--- config.mk ---
export PLATFORM = sky130hd
export DESIGN_NAME = serial_operand_loader_8_bits
export DESIGN_NICKNAME = d
export VERILOG_FILES = /design/src/rtl/serial_operand_loader_8_bits.sv
export SDC_FILE = /design/constraint.sdc
export NUM_CORES = 1
export LEC_CHECK = 0
export ABC_AREA = 1
export CAP_MARGIN = 20
export CORE_UTILIZATION = 40
export DETAILED_ROUTE_END_ITERATION = 12
export HOLD_SLACK_MARGIN = 0.08
export SETUP_SLACK_MARGIN = 0.3
export SLEW_MARGIN = 20
export SYNTH_ARGS = -nofsm -noshare
export SYNTH_HDL_FRONTEND = slang
export SYNTH_SLANG_ARGS = --single-unit
export TNS_END_PERCENT = 1
--- constraint.sdc ---
create_clock -name clk -period 1.98 [get_ports clk]
set_clock_uncertainty 0.05 [all_clocks]
set_input_delay 0.396 -clock clk [delete_from_list [all_inputs] [get_ports clk]]
set_output_delay 0.396 -clock clk [all_outputs]
set_load 0.1 [all_outputs]
--- src/rtl/serial_operand_loader_8_bits.sv ---
// serial_operand_loader_8_bits: assembles two LSB-first serial bytes into operands A and B
// and holds them for the downstream AND stage until it accepts them.
module serial_operand_loader_8_bits (
    input  logic       clk,
    input  logic       reset,
    input  logic       start,
    input  logic       serial_in,
    input  logic       serial_valid,
    input  logic       operands_ready,
    output logic [7:0] A,
    output logic [7:0] B,
    output logic       operands_valid,
    output logic       busy,
    output logic       frame_error
);
    typedef enum logic [1:0] {IDLE, LOAD_A, LOAD_B, PRESENT} state_t;
    state_t     state, state_next;
    logic [2:0] count;
    logic [7:0] sh_a, sh_b;
    logic       clear, take, abort;
    always_comb begin
        state_next = state;
        clear      = 1'b0;
        take       = 1'b0;
        abort      = 1'b0;
        case (state)
            IDLE: if (start) begin
                state_next = LOAD_A;
                clear      = 1'b1;
            end
            LOAD_A, LOAD_B: if (start) begin
                state_next = LOAD_A;
                clear      = 1'b1;
                abort      = 1'b1;
            end else if (serial_valid) begin
                take = 1'b1;
                if (count == 3'd7) state_next = (state == LOAD_A) ? LOAD_B : PRESENT;
            end
            PRESENT: if (operands_ready) begin
                state_next = start ? LOAD_A : IDLE;
                clear      = start;
            end
            default: state_next = IDLE;
        endcase
    end
    assign operands_valid = (state == PRESENT);
    assign busy           = (state == LOAD_A) || (state == LOAD_B);
    always_ff @(posedge clk) begin
        if (reset) begin
            state       <= IDLE;
            count       <= 3'd0;
            sh_a        <= 8'h00;
            sh_b        <= 8'h00;
            A           <= 8'h00;
            B           <= 8'h00;
            frame_error <= 1'b0;
        end else begin
            state       <= state_next;
            frame_error <= abort;
            if (clear) begin
                count <= 3'd0;
                sh_a  <= 8'h00;
                sh_b  <= 8'h00;
            end else if (take) begin
                count <= count + 3'd1;
                if (state == LOAD_A) sh_a[count] <= serial_in;
                else sh_b[count] <= serial_in;
                // the final B bit bypasses sh_b so outputs update on the same edge
                if (state == LOAD_B && count == 3'd7) begin
                    A <= sh_a;
                    B <= {serial_in, sh_b[6:0]};
                end
            end
        end
    end
endmodule

### After elaboration in Yosys (flattened, before gate mapping)

Cells that the tools add are included.

| operators by class | value |
|---|---|
| $add $sub $neg | 1 |
| $lt $le $gt $ge | 2 |
| multiplexer cells | 18 |
| equality and inequality tests | 8 |
| reduce and logical (&&, ||, !) cells | 12 |
| bitwise gates (word level) | 3 |

Operators with widths:

| kind | count |
|---|---|
| 8-bit bitwise mux | 2 |
| 2-bit two-way mux | 5 |
| 1-bit two-way mux | 8 |
| 3-bit inequality test, second input constant | 2 |
| 2-bit case mux with 3 select lines | 1 |
| 2-bit OR reduction | 3 |
| 2-bit equality test, second input constant | 2 |
| 3-bit by 4-bit less-than comparator with 1-bit output, second input constant | 1 |
| 2-bit inequality test, second input constant | 2 |
| 2-bit AND reduction | 2 |
| 4-bit AND reduction | 1 |
| 3-bit by 1-bit adder with 3-bit output, second input constant | 1 |
| 1-bit demux with 3-bit select | 1 |
| 3-bit equality test, second input constant | 1 |
| 3-bit by 1-bit >= comparator with 1-bit output, second input constant | 1 |
| 1-bit NOT | 3 |
| 3-bit AND reduction | 1 |
| 3-bit OR reduction | 1 |
| 2-bit by 1-bit equality test with 1-bit output, second input constant | 1 |
| 1-bit logical AND | 2 |
| 2-bit logical NOT | 1 |
| 1-bit case mux with 2 select lines | 1 |
| 1-bit logical OR | 1 |

| word-level totals | value |
|---|---|
| register bits | 38 |
| output and inout bits | 19 |
| bits of input ports | 6 |

### Longest topological paths before layout

Gate-level depths: netlist (run 1).

| logic depth | value |
|---|---|
| word-level depth | 6 |
| mapped depth | 8 |
| mapped depth without buffers | 8 |

### Worst setup path after synthesis (run 1)

Ideal clock, no wire load.

| timing | value |
|---|---|
| kind | register to register |
| start | register state[0] |
| end | register sh_a[6] |
| stages on the path, launching flop included | 9 |
| period minus slack after synthesis | 2.322 ns |
| data required time | 1.815 ns |
| arrival time | 2.157 ns |
| setup slack | -0.342 ns |
| cells stage by stage | dfxtp_1 > inv_1 > ha_1 > nand3_4 > nor2_4 > buf_6 > nand3_1 > nand2_1 > nor2_1 |

| on the way | value |
|---|---|
| longest elaborated chain between the ends | 4 |
| elaborated cells between the ends (all ways) | 10 |

RTL lines:

| item | line | source |
|---|---|---|
| from (decl) | 17 | `state_t state, state_next;` |
| from (signal assigned) | 58 | `state <= state_next;` |
| 2-bit by 1-bit equality test with 1-bit output, or another cell as far along | 26, 66 |  |
| 3-bit OR reduction (no source line) or 2-bit OR reduction (tied branches) | n/a |  |
| 1-bit case mux with 2 select lines or 1-bit two-way mux (tied branches) | 26 | `case (state)` |
| 2-bit OR reduction (no source line) or 2-bit AND reduction (tied branches) | n/a |  |
| to (signal, indexed assignment) | 66 | `if (state == LOAD_A) sh_a[count] <= serial_in;` |
| to (decl) | 19 | `logic [7:0] sh_a, sh_b;` |

Parallel ways exist; a longest one is shown, timed or not.
A chain may end at the register's enable or synchronous reset.

### Worst setup path in the final report (run 1)

| timing | value |
|---|---|
| start | register state[1] |
| end | output busy |

| on the way | value |
|---|---|
| longest elaborated chain between the ends | 2 |
| elaborated cells between the ends (all ways) | 3 |

RTL lines:

| item | line | source |
|---|---|---|
| 2-bit by 1-bit equality test with 1-bit output or 2-bit equality test (tied branches) | 47 | `assign busy = (state == LOAD_A) \|\| (state == LOAD_B);` |
| 1-bit logical OR (*) | 47 |  |
| to (decl) | 13 | `output logic busy,` |

Every way passes the cells marked *; elsewhere a longest branch is shown, timed or not.

==> flow_metrics.env, run 1 <==
export IMPL_status="completed"
export IMPL_rows=22
export IMPL_cts_clk_slew_worst_paths_ps=70
export IMPL_die_w_um=65.4
export IMPL_min_period_ps=1650
export IMPL_synth_yosys_seq_area_share_pct=46.0
export IMPL_dpl_cell_area_um2=1920
export IMPL_grt_pass1_vias=1230
export IMPL_yosysTopAreaCellShare_pct=46.0
export IMPL_rsz0062_at_grt="true"
export IMPL_ys_flop_type="dfxtp_1"
export IMPL_ys_warn_count=0
export IMPL_maxCapViolations=0
export IMPL_dr_total_vias=1402
export IMPL_grt_max_degree=19
export IMPL_syn_num_nets=223
export IMPL_fin_tns_setup_ps=0
export IMPL_synthToLayoutAreaGrowth_pct=26.7
export IMPL_clk_path_buf_depth=2
export IMPL_grtUsageTotal_pct=17.6
export IMPL_ant_nets=0
export IMPL_holdBufCountCts=0
export IMPL_drtIter0Drc=43
export IMPL_worst_hold_startpoint="sh_a[3]"
export IMPL_portBuffers=24
export IMPL_remaining_drc_errors=0
export IMPL_slew_viol_final=0
export IMPL_synth_edff_count=0
export IMPL_wirelength_um=3310
export IMPL_syn_inst=210
export IMPL_numCtsBuffers=5
export IMPL_startpoint_type="flop"
export IMPL_ys_types=21
export IMPL_synthTopCellsByCount="nor2_1 (50), dfxtp_1 (37), nand2_1 (27)"
export IMPL_critical_path_max_fanout=4
export IMPL_relSlewSlack_pct=66.5
export IMPL_ios=25
export IMPL_setup_viol=0
export IMPL_syn_area_um2=1610
export IMPL_vias_per_cell=4.82
export IMPL_tightest_slew_ps=499
export IMPL_cts_root_buffer="clkbuf_8"
export IMPL_cts_sinks=37
export IMPL_fin_hold_ws_ps=436
export IMPL_crit_type="flop to output port"
export IMPL_diodes=0
export IMPL_fp_dieH_um=65.4
export IMPL_postSynth_asyncResetShare_pct=0
export IMPL_fmax_mhz=605
export IMPL_stdcell_area_um2=2040
export IMPL_gr_total_overflow=0
export IMPL_fin_cells=291
export IMPL_final_nets=256
export IMPL_hpwl_um=2300
export IMPL_first_pass_iters=4
export IMPL_hold_viol_final=0
export IMPL_synth_most_common_cell="nor2_1"
export IMPL_r2r_start="state[1]"
export IMPL_grt_pass1_wl_um=5620
export IMPL_wl_per_cell_um=11.4
export IMPL_gp_congestion=0.768
export IMPL_die_area_um2=4280
export IMPL_rrSetupSlack_ps=430
export IMPL_antenna_found_initial=0
export IMPL_syn_avg_cell_area_um2=7.66
export IMPL_min_path_type="flop to flop"
export IMPL_synth_top_area_cell="dfxtp_1"
export IMPL_timing_critical_path_required_ps=1530
export IMPL_ys_top_cells_by_area="dfxtp_1 (46%), nor2_1 (12%), nand2_1 (6.3%)"
export IMPL_drive_above_1_share_pct=19.8
export IMPL_power_density_nw_per_um2=1000
export IMPL_dp_cells=282
export IMPL_period_share_pct=83.5
export IMPL_endpoint_kind="output port"
export IMPL_ir_worst_vdd_mv=1.07
export IMPL_crit_start="state[1]"
export IMPL_arrival_ps=1210
export IMPL_ys_seq_elements=37
export IMPL_core_um2=3770
export IMPL_cts_tree="built"
export IMPL_start_util_pct=42.7
export IMPL_clk_latency_ps=290
export IMPL_power_leakage_nw=0.921
export IMPL_htree_levels=2
critical path, stage by stage (launching register included):
cell and delay [ps]:
dfxtp_2 370, inv_2 80, ha_4 300, buf_12 170
metrics by stage:
stage	power, mW	setup slack (ps)	util (%)
after CTS	2.03	302	53.3
final	2.04	327	54.0
after floorplan	1.31	166	-
after detailed placement	1.49	147	50.8
after global placement	1.49	170	50.8
after global routing	2.15	238	54.0
flip-flops by register name, summed over array words and instances, names as in the netlist:
signal and count:
count 3, sh_a 8, B 8, A 8, sh_b 7, state 2, frame_error 1
report_power, final:
part | internal (mW) | leakage [nW] | switching [mW]
registers | 0.775 | 0.300 | 0.0249
clock network | 0.275 | 0.0433 | 0.262
logic | 0.260 | 0.578 | 0.443
layout make-up:
type / count / area (um2)
sequential: 37 / 744
clock buffer: 6 / 82.6
inverter: 14 / 52.6
multi-input combinational: 152 / 781
timing repair buffer: 33 / 310
clock inverter: 1 / 7.51
tap: 48 / 60.1
fill: 360 / 1730
layer usage:
layer  share of wire, %  vias to the layer above  global-route usage (%)
met2                 44                       22                    26.7
met1                 51                      617                    22.7
met5                  0                        -                       0
li1                   -                      755                       -
met4                2.1                        0                    9.78
met3                2.8                        8                    4.17
cells in the final DEF (no fill, tap or decap):
| cell type | synthesis | layout |
|---|---|---|
| nor2_8 | 1 | 1 |
| inv_1 | 12 | 11 |
| dfxtp_2 | 0 | 3 |
| buf_4 | 1 | 24 |
| o21ai_0 | 18 | 18 |
| o21ai_1 | 1 | 1 |
| nor2_1 | 50 | 50 |
| nand3_1 | 17 | 17 |
| dfxtp_1 | 37 | 34 |
| nand2_1 | 27 | 27 |
| o211a_1 | 1 | 1 |
| nor2_4 | 2 | 2 |
| nor3_1 | 7 | 7 |
| clkdlybuf4s50_1 | 0 | 5 |
| clkbuf_8 | 0 | 6 |
| buf_12 | 0 | 4 |
| ha_1 | 7 | 5 |
| ha_4 | 0 | 1 |
| nand3_4 | 1 | 1 |
| inv_2 | 2 | 3 |
| ha_2 | 0 | 1 |
| a21oi_2 | 1 | 1 |
| a21oi_1 | 19 | 19 |
| clkinvlp_4 | 0 | 1 |
timing repair:
item                                    in CTS  in global routing
endpoints found under the setup margin      11                 24
pin swaps                                    0                  1
gates resized for setup                      2                  2
setup buffers                                0                  2
path summary, 6_finish.rpt:
check,end,depth (start not counted)
setup / recovery,busy,3
hold / removal,A[3],2
setup reg to reg,sh_b[1],8
hold reg to reg,A[3],2
kinds of logic after synthesis:
kind of cell	share of synthesized area, %
compound gates	13.0
buf+inv	6.38
simple gates	29.2
flops	46.0
fa+ha+maj	5.44
(Power assumes the default switching activity.)
==> run 2, diff against run 1 <==
- clock period: 1.98 -> 1.3 ns (I/O delays scaled with it)
==> run 2 against run 1 <==
Against the previous run:
- the flow now finishes with violations (setup timing)
- sequential power grew 54%
- sequential share of layout area shrank 6.6 points
- critical path depth grew 1
- cell count grew 6.5%
- global-route usage grew 1.2 points
- combinational power grew 100%
- power grew 68%
- largest cell class unchanged
==> flow_metrics.env, run 2 (synthesis gave the netlist of run 1 again) <==
export IMPL_period_share_pct=118
export IMPL_startpoint_type="flop"
export IMPL_r2r_start="state[0]"
export IMPL_min_path_type="flop to flop"
export IMPL_postCtsSetupRepairBufs=0
export IMPL_mostFrequentLayoutCells="nor2_1 (49), dfxtp_1 (34), nand2_1 (24)"
export IMPL_antenna_found_initial=0
export IMPL_r2r_end="sh_a[4]"
export IMPL_clk_latency_ps=280
export IMPL_final_nets=275
export IMPL_rows=22
export IMPL_arrival_ps=1230
export IMPL_cts_tree="built"
export IMPL_final_common_cell="nor2_1"
export IMPL_diodes=0
export IMPL_clk_path_buf_depth=2
export IMPL_path_cells="inv_4 -> ha_4 -> buf_6 -> buf_12"
export IMPL_drive_above_1_share_pct=31.3
export IMPL_wl_per_cell_um=12.2
export IMPL_dpl_cell_area_um2=2340
export IMPL_hold_viol_final=0
export IMPL_status="finished, violations left"
export IMPL_gp_congestion=0.794
export IMPL_critPathCapture="busy"
export IMPL_grt_max_degree=18
export IMPL_core_um2=3770
export IMPL_wirelength_um=3790
export IMPL_relSlewSlack_pct=80.7
export IMPL_grt_pass1_wl_um=6160
export IMPL_vias_per_cell=4.91
export IMPL_die_w_um=65.4
export IMPL_rsz0062_at_grt="true"
export IMPL_die_area_um2=4280
export IMPL_pre_cts_slack_ps=-326
export IMPL_first_pass_iters=4
export IMPL_fin_tns_setup_ps=-4220
export IMPL_cts_sinks=37
export IMPL_power_mw=3.43
export IMPL_ant_nets=0
export IMPL_start_util_pct=42.7
export IMPL_crit_path_top_delay_cell="dfxtp_4"
export IMPL_fmax_mhz=650
export IMPL_rrSetupSlack_ps=-140
export IMPL_stdcell_area_um2=2500
export IMPL_drtIter0Drc=65
export IMPL_ios=25
export IMPL_critPathMaxStageDelay_ps=360
export IMPL_hpwl_um=2680
export IMPL_setup_viol=37
export IMPL_endpoint_kind="output port"
export IMPL_grtUsageTotal_pct=18.8
export IMPL_synthToLayoutAreaGrowth_pct=55.3
export IMPL_crit_type="flop to output port"
export IMPL_cts_root_buffer="clkbuf_8"
export IMPL_critical_path_top_delay_family="flip-flops"
export IMPL_critical_path_depth=4
export IMPL_top_regs="A: 8 flops, B: 8 flops, sh_a: 8 flops"
export IMPL_violations="setup timing"
export IMPL_htree_levels=2
export IMPL_power_density_nw_per_um2=1370
export IMPL_holdBufCountCts=0
export IMPL_rr_worst_depth=8
export IMPL_critical_path_max_fanout=2
export IMPL_slew_viol_final=0
export IMPL_timing_critical_path_required_ps=990
export IMPL_cts_clk_slew_worst_paths_ps=70
export IMPL_fp_dieH_um=65.4
export IMPL_ir_worst_vdd_mv=1.74
export IMPL_remaining_drc_errors=0
export IMPL_maxCapViolations=0
export IMPL_dr_total_vias=1522
export IMPL_min_period_ps=1540
export IMPL_gr_total_overflow=0
export IMPL_numCtsBuffers=5
export IMPL_tightest_slew_ps=288
export IMPL_cp_num_buf_inv=3
export IMPL_setup_ws_ps=-238
export IMPL_portBuffers=24
export IMPL_crit_start="state[0]"
export IMPL_power_leakage_nw=1.07
export IMPL_grt_pass1_vias=1454
[run 2: cell count changes in the layout (fill, tap and decap cells not counted), sizes merged]
cell,delta
inv,-1
clkbuf,+1
buf,+19
[run 2: routing by layer]
metal	GRT usage (%)	part of all wire, %
met1	21.8	45
met4	7.34	0.90
met2	33.5	52
met5	0	0
met3	3.65	2.6
[run 2: what timing repair did]
action,4_1_cts,5_1_grt
cloned,0,0
pin swaps,3,5
resized for setup,9,14
endpoints found under the setup margin,56,56
[run 2: report_power, final]
group / internal [mW] / switching [mW]
logic: 0.613 / 0.796
registers: 1.19 / 0.0369
clock network: 0.421 / 0.376
total: 2.22 / 1.21
[run 2: worst min path at each step]
| stage | cells after the start | endpoint | startpoint | slack, ps |
|---|---|---|---|---|
| floorplan | 1 | state[0] | reset | 270 |
| global placement | 2 | sh_b[5] | sh_b[5] | 420 |
| finish | 2 | sh_b[1] | sh_b[1] | 440 |
| global route | 2 | sh_b[3] | sh_b[3] | 460 |
| CTS | 2 | sh_b[1] | sh_b[1] | 440 |
| detailed placement | 2 | sh_b[1] | sh_b[1] | 430 |
[run 2: metrics by stage]
stage	hold WS (ps)	utilization (%)	std cells
finish	436	66.3	310
global route	464	66.3	310
CTS	443	65.3	310
detailed placement	426	62.1	303
global placement	416	62.1	303
floorplan	269	-	210
[run 2: cell type report]
| class | instances | area (um2) |
|---|---|---|
| fillers | 306 | 1270 |
| multi-input cells | 152 | 845 |
| flip-flops and latches | 37 | 747 |
| repair buffers | 52 | 702 |
| clock buffers | 7 | 86.3 |
| well taps | 48 | 60.1 |
| inverters | 14 | 58.8 |
[run 2: worst register-to-register path, delay by kind of cell (launching register included)]
kind,cells,cell delay (ps)
AND/OR/NAND/NOR,5,450
buffers and inverters,2,190
flip-flops,1,360
adder cells (fa/ha/maj),1,280
==> run 3, diff against run 2 <==
--- a/constraint.sdc
+++ b/constraint.sdc
@@ -3,3 +3,3 @@
 set_input_delay 0.26 -clock clk [delete_from_list [all_inputs] [get_ports clk]]
 set_output_delay 0.26 -clock clk [all_outputs]
-set_load 0.1 [all_outputs]
+set_load 0.02 [all_outputs]
==> run 3 against run 2 <==
Against the previous run:
- the run still ends with setup timing left
- power is 15% lower
- sequential power hardly changed
- cell count is 0.97% higher
- wire length is 9.4% lower
- sequential cell count stayed put
- largest cell class unchanged
- non-clock buffer count is 4 higher
- hold slack worse by 10 ps
- design area is 6.6% lower
- fmax is 6.7% higher
- critical path depth is 4 higher
==> flow_metrics.env, run 3 (synthesis gave the netlist of run 1 again) <==
export IMPL_tightest_slew_ps=265
export IMPL_final_core_util_pct=61.9
export IMPL_wl_per_cell_um=11.0
export IMPL_hold_viol_final=0
export IMPL_grt_pass1_vias=1358
export IMPL_final_nets=279
export IMPL_arrival_ps=1570
export IMPL_clk_path_buf_depth=2
export IMPL_hpwl_um=2490
export IMPL_vias_per_cell=4.71
export IMPL_maxCapViolations=0
export IMPL_fp_dieH_um=65.4
export IMPL_remaining_drc_errors=0
export IMPL_wirelength_um=3430
export IMPL_worst_hold_startpoint="sh_b[1]"
export IMPL_htree_levels=2
export IMPL_numCtsBuffers=5
export IMPL_multiInputGateArea_um2=847
export IMPL_status="finished, violations left"
export IMPL_cts_tree="built"
export IMPL_die_area_um2=4280
export IMPL_grt_max_degree=17
export IMPL_rsz0062_at_grt="true"
export IMPL_cts_clk_slew_worst_paths_ps=60
export IMPL_top_regs="A: 8 flops, B: 8 flops, sh_a: 8 flops"
export IMPL_diodes=0
export IMPL_cts_root_buffer="clkbuf_8"
export IMPL_fmax_mhz=694
export IMPL_rr_worst_depth=8
export IMPL_setup_viol=38
export IMPL_r2r_end="sh_b[6]"
export IMPL_seqCellArea_um2=744
export IMPL_endpoint_kind="flop"
export IMPL_holdPathStages=2
export IMPL_dr_total_vias=1474
export IMPL_relSlewSlack_pct=82.2
export IMPL_crit_path_top_delay_cell="dfxtp_2"
export IMPL_start_util_pct=42.7
export IMPL_critical_path_max_fanout=4
export IMPL_slew_viol_final=0
export IMPL_power_density_nw_per_um2=1250
export IMPL_gp_congestion=0.803
export IMPL_min_path_type="flop to flop"
export IMPL_fillers=334
export IMPL_ios=25
export IMPL_core_um2=3770
export IMPL_grtUsageTotal_pct=18.2
export IMPL_gr_total_overflow=0
export IMPL_postCtsSetupRepairBufs=0
export IMPL_cts_sinks=37
export IMPL_grt_pass1_wl_um=5910
export IMPL_min_to="sh_b[1]"
export IMPL_violations="setup timing"
export IMPL_first_pass_iters=4
export IMPL_ir_worst_vdd_mv=1.05
export IMPL_fin_cells=313
export IMPL_period_share_pct=111
export IMPL_ant_nets=0
export IMPL_setup_ws_ps=-141
export IMPL_antenna_found_initial=0
export IMPL_drive_above_1_share_pct=31.7
export IMPL_clk_latency_ps=280
export IMPL_fin_tns_setup_ps=-3910
export IMPL_path_cells="inv_2 -> ha_4 -> nand3_4 -> nor2_4 -> buf_4 -> nand3_1 -> nand2_1 -> nor2_1"
export IMPL_min_period_ps=1440
export IMPL_timing_critical_path_required_ps=1430
export IMPL_holdBufCountCts=0
export IMPL_synthToLayoutAreaGrowth_pct=45.0
export IMPL_startpoint_type="flop"
export IMPL_crit_type="flop to flop"
export IMPL_die_w_um=65.4
export IMPL_portBuffers=24
export IMPL_mostFrequentLayoutCells="nor2_1 (46), dfxtp_1 (34), buf_4 (25)"
export IMPL_drtIter0Drc=89
export IMPL_power_leakage_nw=1.06
export IMPL_critPathMaxStageDelay_ps=350
export IMPL_rrSetupSlack_ps=-140
export IMPL_dp_cells=307
export IMPL_final_common_cell="nor2_1"
export IMPL_rows=22
export IMPL_r2r_start="state[0]"
## run 3: metal layers
metal / share of wire (%) / vias up / global-route usage (%) / wire [um]
li1: - / 798 / - / -
met1: 51 / 654 / 23.2 / 1740
met2: 46 / 18 / 28.6 / 1570
met3: 2.4 / 4 / 4.34 / 84
met4: 1.0 / 0 / 8.97 / 36
met5: 0 / - / 0 / 0
## run 3: repair_timing
item	CTS	global route
resized for setup	126	17
pin swaps	4	9
setup endpoints to repair	56	56
## run 3: layout make-up
cell class	count	share of cell area, %
multi-input cells	152	36.3
flip-flops and latches	37	31.9
repair buffers	56	23.6
clock buffers	5	2.95
well taps	48	2.57
inverters	14	2.47
clock inverters	1	0.214
## run 3: power by group
group          leakage, nW  internal [mW]  switching [mW]
combinational        0.718          0.454           0.531
sequential           0.300           1.19          0.0325
clock               0.0399          0.352           0.362
total                 1.06           1.99           0.925
## run 3: how the worst max path moves through the flow
stage	from	to	slack (ps)
after global placement	start	sh_a[4]	-270
after CTS	state[0]	sh_b[0]	-150
after detailed placement	start	sh_b[2]	-290
after global routing	state[0]	sh_b[6]	-240
after floorplan	state[0]	sh_a[6]	-250
final	state[0]	sh_b[6]	-140
## run 3: metrics by stage
step | area [um2] | setup WS [ps] | power (mW) | hold WS [ps]
after floorplan | 1620 | -245 | 1.76 | 272
after global placement | 2150 | -266 | 2.13 | 417
after detailed placement | 2150 | -292 | 2.15 | 422
after CTS | 2280 | -147 | 2.89 | 440
after global routing | 2330 | -238 | 3.07 | 464
final | 2330 | -141 | 2.92 | 426
## run 3: worst max-delay path: cells and delay by family (launching register included)
| kind | cells | cell delay (ps) |
|---|---|---|
| flip-flops | 1 | 350 |
| buffers and inverters | 2 | 200 |
| AND/OR/NAND/NOR | 5 | 430 |
| adder cells (fa/ha/maj) | 1 | 290 |
